## config.mk

```make
export PLATFORM = sky130hd
export DESIGN_NAME = ram_16x8_flat
export DESIGN_NICKNAME = d
export VERILOG_FILES = /design/src/rtl/ram_16x8_if.sv /design/src/rtl/ram_16x8.sv /design/src/flat_wrapper.sv
export SDC_FILE = /design/constraint.sdc
export NUM_CORES = 1
export LEC_CHECK = 0
export ABC_CLOCK_PERIOD_IN_PS = 6700
export BUFFER_PORTS_ARGS = -buffer_cell sky130_fd_sc_hd__buf_2
export CAP_MARGIN = 20
export CORE_MARGIN = 2
export CORE_UTILIZATION = 50
export DETAILED_ROUTE_END_ITERATION = 8
export GPL_TIMING_DRIVEN = 0
export PLACE_DENSITY = 0.71
export SETUP_SLACK_MARGIN = 0.02
export SLEW_MARGIN = 20
export SYNTH_ARGS = -nofsm -noshare
export SYNTH_HDL_FRONTEND = slang
export SYNTH_SLANG_ARGS = --single-unit
export TNS_END_PERCENT = 10
```

## constraint.sdc

```tcl
create_clock -name clk -period 6.7 [get_ports clk]
set_clock_uncertainty 0.05 [all_clocks]
set_input_delay 1.005 -clock clk [delete_from_list [all_inputs] [get_ports clk]]
set_output_delay 1.005 -clock clk [all_outputs]
set_load 0.01 [all_outputs]
```

## src/rtl/ram_16x8_if.sv

```systemverilog
// Access bus for the 16x8 RAM: enable, write enable, address, write data
// and registered read data.
interface ram_16x8_if;
  logic       en;
  logic       we;
  logic [3:0] addr;
  logic [7:0] din;
  logic [7:0] dout;

  // Datapath side drives the access, RAM returns read data
  modport master (output en, output we, output addr, output din, input dout);
  modport slave  (input en, input we, input addr, input din, output dout);
endinterface

```

## src/rtl/ram_16x8.sv

```systemverilog
// 16-word x 8-bit single-port synchronous RAM. Registered read, write-through
// on write, global access enable, asynchronous active-high clear of the whole
// array and the read register.
module ram_16x8 (
  input  logic       clk,
  input  logic       areset,
  ram_16x8_if.slave  bus
);

  logic [15:0][7:0] mem_q, mem_d;
  logic [7:0]       dout_q, dout_d;

  // Next-state: hold unless enabled; a write also lands on dout (write-first)
  always_comb begin
    mem_d  = mem_q;
    dout_d = dout_q;
    if (bus.en) begin
      if (bus.we) begin
        mem_d[bus.addr] = bus.din;
        dout_d          = bus.din;
      end else begin
        dout_d = mem_q[bus.addr];
      end
    end
  end

  // State register; reset clears every word so unwritten reads return 0x00
  always_ff @(posedge clk or posedge areset) begin
    if (areset) begin
      mem_q  <= '0;
      dout_q <= '0;
    end else begin
      mem_q  <= mem_d;
      dout_q <= dout_d;
    end
  end

  assign bus.dout = dout_q;

endmodule

```

## src/flat_wrapper.sv

```systemverilog
// flat-port wrapper written by rule: the top's interface ports become plain ports
module ram_16x8_flat 
  (clk, areset, bus_en, bus_we, bus_addr, bus_din, bus_dout);
  ram_16x8_if bus_i ();
  input  logic clk;
  input  logic areset;
  input wire logic [$bits(bus_i.en)-1:0] bus_en;
  input wire logic [$bits(bus_i.we)-1:0] bus_we;
  input wire logic [$bits(bus_i.addr)-1:0] bus_addr;
  input wire logic [$bits(bus_i.din)-1:0] bus_din;
  output wire logic [$bits(bus_i.dout)-1:0] bus_dout;
  assign bus_i.en = bus_en;
  assign bus_i.we = bus_we;
  assign bus_i.addr = bus_addr;
  assign bus_i.din = bus_din;
  assign bus_dout = bus_i.dout;
  ram_16x8 u_core (.clk(clk), .areset(areset), .bus(bus_i));
endmodule
```

==> impl_results.md, run 1 <==
- Setup Total Neg Slack: 0 ps
- Clk_lat worst skew: between 400 and 500 ps
- Number of global-route vias before repair: 4,101
- Port Buffers: 20
- Placed cells: slightly above 600
- Fmax: 0.434 GHz
- Area taken by multi-input logic gates: approximately 2700 µm²
- CTS clock-pin slew for the worst setup and hold paths: 50 ps
- Initial drt markers: 350
- I/O pin total: 24
- Number of unique standard cell types used by synthesis: 31
- Worst Reg2Reg Path Length in Cells: 3
- Largest net degree at the start of global routing: 79
- Final wirelength: between 10,000 and 15,000 µm
- Synthesized area: about 6300 µm²
- GRT Total Usage: 0.242
- Pre-CTS setup slack: 3980 ps
- Crit-path cells: buf_2 > nor2b_1 > clkbuf_1 > nand2_1 > mux2_2
- Core area: 12,100 µm²
- Delay of the slowest cell on the worst path: 450 ps
- WP buf/inv: 2
- Drt pass-1 iters: 4
- Final setup fails: 0
- Total power: 2.38 mW
- PwrDens: approximately 330 nW/µm²
- # resized after CTS: 0
- Post-synthesis sequential area ratio: 0.543
- Detail Route Antenna Nets: 0
- Critical path required time: 6960 ps
- Filler Cell Count: 958
- RD Place Congestion: 0.920
- Final period utilization: 0.344
- Initial antenna violation count: 0
- Hold_buf cts: 0
- Status: completed
- Worst R2R Start: u_core.mem_q[31]
- Type of the worst setup path: input pin to flop
- Worst path top cell family by delay: simple AND/OR/NAND/NOR gates
- Crit. Startpoint: bus_addr[3]
- CTS tree: done
- Initial Util: 0.517
- Post-CTS setup buffers: 0
- Worst min path class: flop to flop
- Wire length per cell: about 23 µm
- WHS: 450 ps
- Yosys reg bits: between 100 and 150
- Vias post-DR: 3,845
- # rows: 40
- Mapped Cells: 422
- CTS HTree Levels: 4
- Slowest stage cell on the critical path: nand2_1
- Setup crit end kind: flop
- Layout Cells excl Fill: 641
- Clk sinks: 136
- Number of antenna diodes: 0
- Area grow syn2layout: 15.4%
- Die span in y: 116 µm
- Nets: roughly 480
- Peak VDD IR: 0.218 mV
- Grt ovf: 0
- End of the critical path: u_core.mem_q[68]
- Setup crit start kind: input pin
- Final worst slack: roughly 4400 ps
- Syn Nets: 438
- TritonCTS Buffers: 17
- Crit path DAT: between 2000 and 3000 ps
- Maximum buffer depth of the clock tree: 2
- RR Endpoint: u_core.bus.dout[7]
- Worst-Margin Slew: 647 ps
- Die width: 116 µm
- DP HPWL: 9780 µm
- FF/Latch Area: between 3000 and 4000 µm²
- Residual DRC: 0
- Layout cells sized above 1: 0.488
- Die area: about 13,000 µm²
- Syn Area/Cell: 14.8 µm²
- Warnings, synthesis: 0
- Root Buffer: clkbuf_16
- Final hold violation count: 0
- Global-route wire length before repair: 23,200 µm
- Max-cap violations: 0
- RSZ-0062 raised after global routing: false
- Via density per instance: 6.00
- WP depth: 5
- Worst Path Max Fanout: 9
- LEAKAGE: about 3.2 nW
- Minimum clock period: roughly 2300 ps
- Reg2reg setup slack: 5220 ps
- Max-slew headroom: 0.568
- Max-slew violation count: 0
-- how the worst min path moves through the flow --
stage | from | end | slack (ps) | depth (start not counted)
2_1_floorplan | u_core.mem_q[17] | u_core.mem_q[17] | 420 | 1
4_1_cts | u_core.mem_q[48] | u_core.mem_q[48] | 450 | 1
6_report | u_core.mem_q[67] | u_core.mem_q[67] | 450 | 1
3_5_place_dp | u_core.mem_q[70] | u_core.mem_q[70] | 440 | 1
5_1_grt | u_core.mem_q[48] | u_core.mem_q[48] | 460 | 1
3_3_place_gp | u_core.mem_q[13] | u_core.mem_q[13] | 430 | 1
-- metrics by stage --
stage,instance area [µm²],util
global placement,6580,0.543
CTS,7230,0.597
detailed placement,6610,0.546
global route,7230,0.597
finish,7230,0.597
floorplan,6270,-
-- layout make-up --
class | instances | share of cell area
Sequential cell | 136 | 0.471
Buffer | 26 | 0.0204
Tap cell | 168 | 0.0291
Clock buffer | 21 | 0.0651
Timing Repair Buffer | 21 | 0.0177
Multi-Input combinational cell | 259 | 0.375
Inverter | 1 | 0.00156
Clock inverter | 9 | 0.0204
-- worst reg2reg max path: cells and delay by family, from the launching register on --
kind,cells,cell delay (ps)
compound gates,2,440
flops,1,380
mux,1,490
-- per-layer routing --
metal,vias to the layer above,GRT usage,share of wire
met1,2060,0.333,0.46
met5,-,0,0
met4,0,0.0762,0.012
li1,1654,-,-
met2,114,0.378,0.48
met3,17,0.0696,0.054
-- cell families after synthesis --
family,count (synthesis),share of synthesized area
multiplexers,170,0.341
flip-flops,136,0.543
AND/OR/NAND/NOR,47,0.0469
AO/OA/AOI/OAI,42,0.0447
buffers and inverters,27,0.0242
-- state kept, by name, indices dropped and copies added (netlist names) --
signal / flops
u_core.bus.dout: 8
u_core.mem_q: 128
-- report_power, final --
group          internal, mW  switching [mW]  leakage, nW
sequential            0.979          0.0774         1.73
combinational         0.200           0.144         1.19
clock                 0.644           0.336        0.305
total                  1.82           0.557         3.22
-- cell usage after synthesis (all sizes together) --
master / count / share of area
dfrtp: 136 / 0.54
mux2: 128 / 0.23
mux4: 22 / 0.079
mux2i: 20 / 0.032
buf: 15 / 0.017
nor2: 14 / 0.012
o22ai: 14 / 0.014
clkbuf: 11 / 0.0066
nand2: 9 / 0.0058
o21ai: 7 / 0.0056
nand2b: 6 / 0.0060
nor3: 6 / 0.0074
a21oi: 5 / 0.0040
a21o: 4 / 0.0048
nand3b: 4 / 0.0048
o22a: 4 / 0.0056
o31ai: 4 / 0.0048
a22oi: 3 / 0.0036
nor2b: 3 / 0.0030
nand4b: 2 / 0.0028
a221oi: 1 / 0.0024
inv: 1 / 0.00060
nand3: 1 / 0.00080
nand4: 1 / 0.0034
or2: 1 / 0.0010
-- layout by cell type (no fill, tap or decap) --
cell type	instances
dfrtp_1	136
mux2_2	128
buf_2	27
mux4_2	22
mux2i_1	20
clkbuf_16	17
o22ai_1	14
clkbuf_1	12
nor2_2	9
nand2_1	8
o21ai_0	7
nand2b_1	6
buf_4	5
nor2_1	5
a21oi_1	5
nor3_1	4
o22a_1	4
o31ai_1	4
a21o_1	4
nand3b_1	4
clkinv_2	4
bufinv_16	4
buf_6	3
nor2b_1	3
a22oi_1	3
clkbuf_8	3
nand4b_1	2
nand4_4	1
nand2_2	1
nor3_2	1
nand3_1	1
inv_8	1
nor3_4	1
a221oi_2	1
or2_2	1
clkinvlp_4	1
buf_16	1
Note: power is estimated with default switching activity, not from simulation.
==> inputs of run 2 (changes only) <==
--- a/config.mk
+++ b/config.mk
@@ -5,7 +5,8 @@
 export SDC_FILE = /design/constraint.sdc
 export NUM_CORES = 1
 export LEC_CHECK = 0
-export ABC_CLOCK_PERIOD_IN_PS = 6700
+export ABC_AREA = 1
+export ABC_CLOCK_PERIOD_IN_PS = 2260
 export BUFFER_PORTS_ARGS = -buffer_cell sky130_fd_sc_hd__buf_2
 export CAP_MARGIN = 20
 export CORE_MARGIN = 2
==> constraint.sdc (replaced) <==
create_clock -name clk -period 2.26 [get_ports clk]
set_clock_uncertainty 0.05 [all_clocks]
set_input_delay 0.339 -clock clk [delete_from_list [all_inputs] [get_ports clk]]
set_output_delay 0.339 -clock clk [all_outputs]
set_load 0.01 [all_outputs]
==> impl_results.md, run 2 <==
- Initial Util: 0.507 (was 0.517)
- Sw Ratio: 0.270 (was 0.234)
- Peak VDD IR: 0.694 mV (was 0.218 mV)
- Final wirelength: 19,700 µm (was 14,600 µm)
- Nets: 893 (was 478)
- Hold_buf cts: 1 (was 0)
- Number of antenna diodes: 0 (unchanged)
- Comb power frac: 0.141 (was 0.144)
- Number of flops mapped to enable cells by yosys: 0 (unchanged)
- Largest net degree at the start of global routing: 34 (was 79)
- FF/Latch Area: 3400 µm² (unchanged)
- PwrDens: 995 nW/µm² (was 329 nW/µm²)
- Yosys reg bits: 136 (unchanged)
- Finished Core Util: 0.594 (was 0.597)
- Synthesized area: 6320 µm² (was 6270 µm²)
- Setup crit end kind: flop (unchanged)
- Commonest cells after routing, fill and taps aside: 432 x nand2_1, 136 x dfrtp_1, 115 x o21ai_0, 40 x buf_2, 38 x nand3_1 (was 136 x dfrtp_1, 128 x mux2_2, 27 x buf_2, 22 x mux4_2, 20 x mux2i_1)
- LEAKAGE: 3.82 nW (was 3.22 nW)
- Final period utilization: 0.723
- Final hold violation count: 0 (unchanged)
- Maximum buffer depth of the clock tree: 2 (unchanged)
- Wire length per cell: 18.6 µm (was 22.8 µm)
- TritonCTS Buffers: 17 (unchanged)
- Layout Cells excl Fill: 1,061 (was 641)
- Switching power: 1.99 mW (was 0.557 mW)
- DP HPWL: 13,700 µm (was 9780 µm)
- Fmax: 0.612 GHz
- Via density per instance: 5.46 (was 6.00)
- Max FFs per register: 128 (unchanged)
- Syn Area/Cell: 7.60 µm² (was 14.8 µm²)
- Layout cells sized above 1: 0.0900 (was 0.488)
- Status: completed (unchanged)
- Syn Nets: 848 (was 438)
- Worst-Margin Slew: 762 ps (was 647 ps)
- Synth cell count leaders: 432 x nand2_1, 136 x dfrtp_1, 115 x o21ai_0 (was 136 x dfrtp_1, 128 x mux2_2, 22 x mux4_2)
- # rows: 41 (was 40)
- I/O pin total: 24 (unchanged)
- Die span in y: 116 µm (about the same)
- Max-cap violations: 0 (unchanged)
- RSZ-0062 raised after global routing: false (unchanged)
- Number of unique standard cell types used by synthesis: 13 (was 31)
- Mapped Cells: 832 (was 422)
- Most instantiated library cell after synthesis: nand2_1 (was dfrtp_1)
- Global-route wire length before repair: 30,500 µm (was 23,200 µm)
- # resized after CTS: 0 (unchanged)
- Commonest non-fill, non-tap cell in the layout: nand2_1 (was dfrtp_1)
- Die area: 13,600 µm² (was 13,400 µm²)
- Worst min path class: input pin to flop (was flop to flop)
- CTS HTree Levels: 4 (unchanged)
- Grt ovf: 0 (unchanged)
- Drt pass-1 iters: 6 (was 4)
- CTS clock-pin slew for the worst setup and hold paths: 60 ps (was 50 ps)
- CTS tree: done (unchanged)
- Clock power share: 0.433 (was 0.412)
- Cell Area, Placed: 6720 µm² (was 6610 µm²)
- Detail Route Antenna Nets: 0 (unchanged)
- Clk sinks: 136 (unchanged)
- Critical path required time: 2580 ps (was 6960 ps)
- Minimum clock period: 1630 ps
- Final worst slack: 626 ps (was 4400 ps)
- Pint: 5.38 mW (was 1.82 mW)
- Max-slew headroom: 0.492 (was 0.568)
- Biggest register: u_core.mem_q (unchanged)
- Area grow syn2layout: 17.2% (was 15.4%)
- Area taken by multi-input logic gates: 2630 µm² (was 2710 µm²)
- Placed cells: 1,029 (was 611)
- Filler Cell Count: 1,187 (was 958)
- RD Place Congestion: 0.962 (was 0.920)
- Max-slew violation count: 0 (unchanged)
- Crit path DAT: 1950 ps (was 2570 ps)
- Post-synthesis sequential area ratio: 0.539 (was 0.543)
- Leading area contributor after synthesis: dfrtp_1 (unchanged)
- Port Buffers: 21 (was 20)
- Post-route cell area: 7410 µm² (was 7230 µm²)
- Post-synth ARST share: 1.00 (unchanged)
- Seq pwr share: 0.426 (was 0.444)
- Die width: 116 µm (about the same)
- Top post-synthesis cells by area: dfrtp_1 54%, nand2_1 26%, o21ai_0 9.1%, nand3_1 3.0%, o21ai_1 2.1% (was dfrtp_1 54%, mux2_2 23%, mux4_2 7.9%, mux2i_1 3.2%, o22ai_1 1.4%)
- Root Buffer: clkbuf_16 (unchanged)
- Core area: 12,500 µm² (was 12,100 µm²)
- Type of the worst setup path: input pin to flop (unchanged)
- Residual DRC: 0 (unchanged)
- Vias post-DR: 5,790 (was 3,845)
- Clk_lat worst skew: 430 ps (about the same)
- Pre-CTS setup slack: 228 ps (was 3980 ps)
- Initial antenna violation count: 0 (unchanged)
- Final setup fails: 0 (unchanged)
- Number of global-route vias before repair: 5,350 (was 4,101)
- GRT Total Usage: 0.312 (was 0.242)
- Warnings, synthesis: 0 (unchanged)
- Post-CTS setup buffers: 0 (unchanged)
- Setup crit start kind: input pin (unchanged)
- Main synth FF type: dfrtp_1 (unchanged)
- Initial drt markers: 681 (was 350)
- Worst Path Max Fanout: 10 (was 9)
- Synth top area share: 0.539 (was 0.543)
## run 2: cell types whose count changed after synthesis, moves of 8 or more
cell / previous run / this run
mux2_2: 128 / 0
nand3_1: 1 / 38
o21ai_0: 7 / 115
o22ai_1: 14 / 0
nand2_1: 8 / 432
clkbuf_1: 11 / 32
o21ai_1: 0 / 27
nor2_2: 9 / 0
mux2i_1: 20 / 0
mux4_2: 22 / 0
o21bai_1: 0 / 8
buf_2: 7 / 19
inv_1: 1 / 15
## run 2: power groups by stage
stage                     sequential (mW)  clock, mW  combinational [mW]
after CTS                            3.13       3.22                1.04
after global routing                 3.18       3.34                1.19
after global placement               3.16          0               0.983
after floorplan                      3.10          0               0.719
final                                3.14       3.19                1.04
after detailed placement             3.16          0                1.03
## run 2: logic make-up after synthesis
kind of cell	after synthesis	share of synthesized area
AOI/OAI and AO/OA	150	0.122
buffers and inverters	69	0.0447
DFF	136	0.539
and+or+nand+nor	477	0.295
## run 2: final timing paths
kind / cells after the start / start / to / slack (ps)
worst max-delay path: 12 / bus_addr[0] / u_core.bus.dout[4] / 630
worst min-delay path: 4 / bus_din[6] / u_core.bus.dout[6] / 290
worst max register to register: 6 / u_core.mem_q[96] / u_core.bus.dout[0] / 940
worst min register to register: 2 / u_core.bus.dout[6] / u_core.bus.dout[6] / 420
max in group asynchronous: 5 / areset / u_core.mem_q[80] / 990
min in group asynchronous: 3 / areset / u_core.mem_q[13] / 420
## run 2: cell type report
| type | count | area share |
|---|---|---|
| Multi-Input combinational cell | 627 | 0.355 |
| Sequential cell | 136 | 0.459 |
| Inverter | 16 | 0.00861 |
| Timing Repair Buffer | 26 | 0.0263 |
| Tap cell | 172 | 0.0290 |
| Buffer | 53 | 0.0301 |
| Clock inverter | 11 | 0.0296 |
| Clock buffer | 20 | 0.0616 |
## run 2: critical path: stages
cell	delay (ps)
buf_2	140
inv_2	80
buf_2	250
clkbuf_1	480
nand2_1	100
nand2_1	110
nand2_1	80
nand2_1	70
nand2_1	40
nand3_1	80
o21bai_1	100
nand2_1	80
## run 2: per-layer routing
metal | GRT usage | up-vias | part of all wire
li1 | - | 2744 | -
met1 | 0.436 | 2779 | 0.44
met4 | 0.129 | 0 | 0.027
met5 | 0 | - | 0
met3 | 0.0623 | 36 | 0.068
met2 | 0.479 | 231 | 0.47
## run 2: stage by stage
stage,power [mW],hold WS (ps),TNS [ps]
2_1_floorplan,3.82,403,0
3_3_place_gp,4.14,408,-91180
3_5_place_dp,4.19,332,0
4_1_cts,7.39,271,0
5_1_grt,7.71,301,0
6_report,7.37,291,0
